## config.mk

```make
export PLATFORM = sky130hd
export DESIGN_NAME = rgb_led_arbiter
export DESIGN_NICKNAME = d
export VERILOG_FILES = /design/src/rtl/led_pkg.sv /design/src/rtl/led_tick_gen.sv /design/src/rtl/rgb_led_arbiter.sv
export SDC_FILE = /design/constraint.sdc
export NUM_CORES = 1
export LEC_CHECK = 0
export ABC_AREA = 1
export CAP_MARGIN = 30
export CORE_MARGIN = 8
export CORE_UTILIZATION = 40
export CTS_CLUSTER_SIZE = 20
export DETAILED_ROUTE_END_ITERATION = 6
export PLACE_DENSITY_LB_ADDON = 0.05
export SKIP_LAST_GASP = 1
export SLEW_MARGIN = 20
export SYNTH_ARGS = -nofsm -noshare
export SYNTH_HDL_FRONTEND = slang
export SYNTH_SLANG_ARGS = --single-unit
```

## constraint.sdc

```tcl
create_clock -name sys_clk -period 2.15 [get_ports sys_clk]
set_clock_uncertainty 0.2 [all_clocks]
set_input_delay 0.43 -clock sys_clk [delete_from_list [all_inputs] [get_ports sys_clk]]
set_output_delay 0.43 -clock sys_clk [all_outputs]
set_load 0.01 [all_outputs]
```

## src/rtl/led_pkg.sv

```systemverilog
// rtl/led_pkg.sv - shared types, constants and priority helper for the RGB LED arbiter
package led_pkg;

  typedef enum logic {
    IDLE  = 1'b0,
    GRANT = 1'b1
  } state_t;

  localparam logic [2:0] LED_OFF  = 3'b111;
  localparam logic [2:0] ROT_INIT = 3'b110;

  // Isolates the lowest set bit; bit 0 is the highest priority requester.
  function automatic logic [2:0] prio_pick(input logic [2:0] req);
    prio_pick = req & (~req + 3'd1);
  endfunction

endpackage

```

## src/rtl/led_tick_gen.sv

```systemverilog
// rtl/led_tick_gen.sv - free-running divider producing a one-cycle tick every TICK_DIV cycles
module led_tick_gen #(
  parameter int TICK_DIV = 12_000_000
) (
  input  logic sys_clk,
  input  logic sys_rst_n,
  output logic tick
);

  localparam int            CW   = $clog2(TICK_DIV);
  localparam logic [CW-1:0] LAST = CW'(TICK_DIV - 1);

  logic [CW-1:0] cnt;

  always_ff @(posedge sys_clk or negedge sys_rst_n) begin
    if (!sys_rst_n) begin
      cnt <= '0;
    end else if (cnt == LAST) begin
      cnt <= '0;
    end else begin
      cnt <= cnt + CW'(1);
    end
  end

  assign tick = (cnt == LAST);

endmodule

```

## src/rtl/rgb_led_arbiter.sv

```systemverilog
// rtl/rgb_led_arbiter.sv - fixed-priority req/gnt arbiter sharing one active-low RGB LED
module rgb_led_arbiter
  import led_pkg::*;
#(
  parameter int TICK_DIV = 12_000_000,
  parameter int MIN_HOLD = 4
) (
  input  logic       sys_clk,
  input  logic       sys_rst_n,
  input  logic [2:0] req,
  input  logic [2:0] color0,
  input  logic [2:0] color1,
  input  logic [2:0] color2,
  input  logic [2:0] blink,
  output logic [2:0] gnt,
  output logic [2:0] led,
  output logic       tick
);

  localparam int            HW       = $clog2(MIN_HOLD + 1);
  localparam logic [HW-1:0] HOLD_MAX = HW'(MIN_HOLD);

  state_t        state, state_n;
  logic [2:0]    gnt_n, led_n, rot, rot_n, pick;
  logic [2:0]    sel_color;
  logic          sel_blink;
  logic          phase_on, phase_on_n;
  logic [HW-1:0] hold, hold_n;

  led_tick_gen #(.TICK_DIV(TICK_DIV)) u_tick_gen (
    .sys_clk   (sys_clk),
    .sys_rst_n (sys_rst_n),
    .tick      (tick)
  );

  always_ff @(posedge sys_clk or negedge sys_rst_n) begin
    if (!sys_rst_n) begin
      state    <= IDLE;
      gnt      <= 3'b000;
      led      <= ROT_INIT;
      rot      <= ROT_INIT;
      phase_on <= 1'b1;
      hold     <= '0;
    end else begin
      state    <= state_n;
      gnt      <= gnt_n;
      led      <= led_n;
      rot      <= rot_n;
      phase_on <= phase_on_n;
      hold     <= hold_n;
    end
  end

  // Any (re)grant restarts the blink phase and hold count and swallows a coincident tick.
  always_comb begin
    state_n    = state;
    gnt_n      = gnt;
    rot_n      = rot;
    phase_on_n = phase_on;
    hold_n     = hold;
    pick       = prio_pick(req);
    case (state)
      IDLE: begin
        if (|req) begin
          gnt_n      = pick;
          state_n    = GRANT;
          phase_on_n = 1'b1;
          hold_n     = '0;
        end else if (tick) begin
          rot_n = {rot[1:0], rot[2]};
        end
      end
      GRANT: begin
        if (!(|(req & gnt))) begin
          phase_on_n = 1'b1;
          hold_n     = '0;
          gnt_n      = pick;
          if (!(|req)) begin
            state_n = IDLE;
          end
        end else if (hold == HOLD_MAX && pick != gnt) begin
          gnt_n      = pick;
          phase_on_n = 1'b1;
          hold_n     = '0;
        end else if (tick) begin
          phase_on_n = ~phase_on;
          if (hold != HOLD_MAX) begin
            hold_n = hold + HW'(1);
          end
        end
      end
      default: state_n = IDLE;
    endcase
  end

  always_comb begin
    sel_color = 3'b000;
    sel_blink = |(blink & gnt_n);
    if (gnt_n[0]) begin
      sel_color = color0;
    end else if (gnt_n[1]) begin
      sel_color = color1;
    end else if (gnt_n[2]) begin
      sel_color = color2;
    end
    if (state_n == IDLE) begin
      led_n = rot_n;
    end else if (phase_on_n || !sel_blink) begin
      led_n = ~sel_color;
    end else begin
      led_n = LED_OFF;
    end
  end

endmodule

```

==> metrics.txt <==
# TYPE chip_impl_metric gauge
chip_impl_info{name="tritoncts",value="done"} 1
chip_impl_info{name="rsz0062_at_grt",value="yes"} 1
chip_impl_metric{name="max-slew-margin-rel",unit="%"} 67.2
chip_impl_metric{name="hold_slack",unit="ns"} 0.302
chip_impl_metric{name="global_route.usage.total",unit="%"} 14.1
chip_impl_metric{name="power_per_cell_area",unit="nW/um^2"} 675
chip_impl_metric{name="drv_cap",unit=""} 0
chip_impl_metric{name="data_required_time_of_the_critical_path",unit="ns"} 1.52
chip_impl_info{name="setup.worst_path.start_class",value="register"} 1
chip_impl_metric{name="synth_sequential_area_ratio",unit="%"} 43.0
chip_impl_metric{name="ctsHtreeMaxLevel",unit=""} 2
chip_impl_info{name="primary_ff_master_synth",value="dfrtp_1"} 1
chip_impl_metric{name="p_int",unit="mW"} 1.44
chip_impl_metric{name="placeableCoreArea",unit="sq um"} 5440
chip_impl_metric{name="die_area",unit="sq um"} 8210
chip_impl_metric{name="period_minus_slack",unit="ns"} 2.07
chip_impl_metric{name="netlist.area_leader.share",unit="%"} 37.1
chip_impl_metric{name="grt_first_pass_wirelength",unit="microns"} 9480
chip_impl_info{name="min-delay-path-class",value="register to register"} 1
chip_impl_metric{name="worst_ep_arrival_time",unit="ns"} 1.44
chip_impl_metric{name="num_antenna_cells",unit=""} 0
chip_impl_metric{name="grt_antenna_before_repair",unit=""} 0
chip_impl_info{name="critical_path.endpoint_type",value="primary output"} 1
chip_impl_metric{name="nets",unit=""} 389
chip_impl_metric{name="flow.area_growth_from_synthesis",unit="%"} 43.9
chip_impl_metric{name="ant_nets",unit=""} 0
chip_impl_metric{name="final-setup-viol-count",unit=""} 0
chip_impl_metric{name="timing_hold_violations_final",unit=""} 0
chip_impl_metric{name="gp_congestion",unit=""} 0.863
chip_impl_metric{name="worst_pin_slew",unit="ns"} 0.492
chip_impl_metric{name="dieWidth",unit="microns"} 90.6
chip_impl_metric{name="global_route.overflow_total",unit=""} 0
chip_impl_metric{name="number_of_rows_created_at_floorplan",unit=""} 27
chip_impl_metric{name="switching_share",unit="%"} 33.3
chip_impl_metric{name="area.sequential",unit="sq um"} 957
chip_impl_metric{name="finalWirelength",unit="microns"} 5500
chip_impl_info{name="run_status",value="complete, no violations"} 1
chip_impl_metric{name="synth_cell_type_count",unit=""} 37
chip_impl_metric{name="syn_area_per_cell",unit="sq um"} 7.98
chip_impl_metric{name="pwr-share-seq",unit="%"} 39.3
chip_impl_metric{name="vias_per_cell",unit=""} 4.78
chip_impl_metric{name="p_sw",unit="uW"} 720
chip_impl_metric{name="max_clock_freq",unit="GHz"} 0.482
chip_impl_metric{name="initial_utilization",unit="%"} 40.9
chip_impl_metric{name="leakagePower",unit="nW"} 1.68
chip_impl_metric{name="finalCritPeriodShare",unit="%"} 96.4
chip_impl_metric{name="tritoncts.num_buffers",unit=""} 5
chip_impl_metric{name="wl_per_cell",unit="microns"} 12.5
chip_impl_metric{name="place.detailed.hpwl",unit="microns"} 4150
chip_impl_metric{name="nFillCells",unit=""} 517
chip_impl_metric{name="synth-edff-count",unit=""} 0
chip_impl_metric{name="ir_drop",unit="V"} 0.000489
chip_impl_metric{name="grt_pass1_vias",unit=""} 2164
chip_impl_metric{name="synthesis.instances",unit=""} 279
chip_impl_metric{name="io-pin-count",unit=""} 24
chip_impl_metric{name="synth.yosys.warnings",unit=""} 0
chip_impl_metric{name="dr_total_vias",unit=""} 2106
chip_impl_metric{name="drt_drc_violations_left",unit=""} 0
chip_impl_metric{name="stdcell_area",unit="sq um"} 3210
chip_impl_metric{name="synthesis.nets",unit=""} 300
chip_impl_metric{name="clkSlewWorstSetupHoldPaths",unit="ns"} 0.08
chip_impl_metric{name="total_of_buffers_placed_on_input_and_output_ports",unit=""} 23
chip_impl_metric{name="multiInputGateArea",unit="sq um"} 1220
chip_impl_metric{name="drive_gt1_share",unit="%"} 34.7
chip_impl_metric{name="ctsLongestPathBuffers",unit=""} 2
chip_impl_metric{name="die_height",unit="microns"} 90.6
chip_impl_metric{name="clkSinkCount",unit=""} 38
chip_impl_info{name="path_class",value="register to primary output"} 1
chip_impl_metric{name="detailedRoute.firstIterationViolations",unit=""} 81
chip_impl_metric{name="slew_violations",unit=""} 0
chip_impl_metric{name="clock_latency",unit="ns"} 0.29
chip_impl_metric{name="timing.critical_path.fanout_max",unit=""} 2
chip_impl_info{name="synth_area_leader_cell",value="dfrtp_1"} 1
chip_impl_metric{name="async_set_or_reset_register_ratio_after_synthesis",unit="%"} 100
chip_impl_metric{name="dr.pass1.iters",unit=""} 4
chip_impl_metric{name="dpl_cell_area",unit="sq um"} 2940
chip_impl_metric{name="power.share.clock",unit="%"} 24.1
chip_impl_metric{name="combinational_group_share_of_total_power",unit="%"} 36.6
chip_impl_metric{name="grt_max_degree",unit=""} 39
chip_impl_info{name="synth.area.top_cells",value="dfrtp_1, nand2_1, dfstp_2, inv_1, nand3_1"} 1
chip_impl_info{name="cts_root_buf",value="clkbuf_8"} 1
chip_impl_metric{name="synth-seq-cells",unit=""} 38
chip_impl_metric{name="post_synth_instance_area",unit="sq um"} 2230
==> cell families (layout without fill, tap and decap cells) <==
kind of cell / Yosys count / in the layout / synth area share [%]
adders and majority gates: 4 / 4 / 2.25
xor gates and xnor gates: 11 / 11 / 4.33
AOI/OAI and AO/OA: 19 / 19 / 5.34
DFF: 38 / 38 / 43.0
muxes: 3 / 3 / 2.02
and+or+nand+nor: 159 / 159 / 35.4
buffers and inverters: 45 / 135 / 7.70
==> registers in the layout, summed over array words and instances, names as in the netlist <==
name,flops
u_tick_gen.cnt,24
gnt,3
hold,3
led,3
rot,3
phase_on,1
state,1
==> area by class of cell <==
class                      count  share of cell area (%)
clock buffer                   7                    2.69
clock inverter                 1                   0.156
inverter                      45                    5.35
multi-input combinational    196                    37.9
sequential                    38                    29.9
tap                           72                    2.81
timing repair buffer          82                    21.2
==> critical path: stages (launching register included) <==
cell and delay, ns:
dfrtp_1 0.35, ha_1 0.17, nand2_1 0.11, nor3_4 0.15
buf_4 0.13, nand2_2 0.07, inv_4 0.07, buf_6 0.09
==> Yosys cell counts (2+ instances only) <==
| cell | n |
|---|---|
| a21oi_1 | 8 |
| dfrtp_1 | 33 |
| dfstp_2 | 5 |
| ha_1 | 4 |
| inv_1 | 35 |
| inv_2 | 8 |
| mux2_4 | 3 |
| nand2_1 | 74 |
| nand2_2 | 4 |
| nand3_1 | 23 |
| nand3b_1 | 4 |
| nand4_1 | 8 |
| nand4_2 | 2 |
| nor2_1 | 21 |
| nor2_2 | 5 |
| nor2_4 | 2 |
| nor3_1 | 6 |
| nor3_2 | 2 |
| nor4_1 | 3 |
| o21ai_1 | 3 |
| xnor2_1 | 2 |
| xor2_1 | 9 |
==> through the flow <==
stage / TNS [ns] / cells / power, mW / utilization [%] / setup WS [ns]
after global placement: -3.10 / 427 / 1.56 / 54.1 / -0.466
final: 0 / 441 / 2.16 / 58.9 / 0.0771
after CTS: -0.0266 / 438 / 2.11 / 56.6 / -0.0266
after global routing: -0.407 / 441 / 2.32 / 58.9 / -0.113
after detailed placement: -3.58 / 427 / 1.55 / 54.1 / -0.512
after floorplan: 0 / 279 / 1.20 / - / 0.169
==> layout by cell type (no fill, tap or decap), types with 2 or more instances in the layout <==
cell type and instances:
nor3_1 5, buf_4 56, nand2_4 4, nor3_2 3
nand2_1 60, inv_2 10, dfrtp_1 33, inv_1 34
nand2_2 15, buf_6 3, nand4_1 8, nand3b_1 4
clkdlybuf4s50_1 18, nor2_4 5, xnor2_1 2, o21ai_1 3
xor2_1 9, dlygate4sd2_1 2, nor2_1 16, ha_1 4
mux2_4 3, nand3_1 20, nand3_2 2, nor4_1 3
nor2_2 7, dfstp_2 5, a21oi_1 7, clkbuf_8 6
==> repair_timing <==
item,CTS,global route
hold buffers,1,0
gates resized for setup,14,30
pin swaps,9,19
buffers inserted,2,4
endpoints found under the hold margin,11,0
setup endpoints to repair,7,14
==> metal layers <==
metal	wire (microns)	GRT usage, %	vias to the layer above
met1	2470	16.0	962
met4	108	6.24	0
met2	2670	23.9	48
li1	-	-	1086
met3	241	4.16	10
met5	0	0	-
==> worst paths after layout <==
| check | start | endpoint | slack, ns | depth (start not counted) |
|---|---|---|---|---|
| setup / recovery | u_tick_gen.cnt[1]$_DFF_PN0_ | tick | 0.08 | 7 |
| min in group asynchronous | sys_rst_n | u_tick_gen.cnt[2]$_DFF_PN0_ | 0.51 | 3 |
| hold reg to reg | u_tick_gen.cnt[2]$_DFF_PN0_ | u_tick_gen.cnt[2]$_DFF_PN0_ | 0.30 | 1 |
| hold / removal | u_tick_gen.cnt[2]$_DFF_PN0_ | u_tick_gen.cnt[2]$_DFF_PN0_ | 0.30 | 1 |
| setup reg to reg | u_tick_gen.cnt[0]$_DFF_PN0_ | u_tick_gen.cnt[19]$_DFF_PN0_ | 0.09 | 13 |
| max in group asynchronous | sys_rst_n | led[2]$_DFF_PN1_ | 0.86 | 3 |
==> power by group through the flow <==
stage,registers (mW),logic [mW],clock network [mW]
CTS,0.850,0.725,0.537
global route,0.859,0.890,0.575
global placement,0.862,0.694,0
detailed placement,0.858,0.694,0
finish,0.850,0.791,0.521
floorplan,0.874,0.326,0
(Power assumes the default switching activity.)
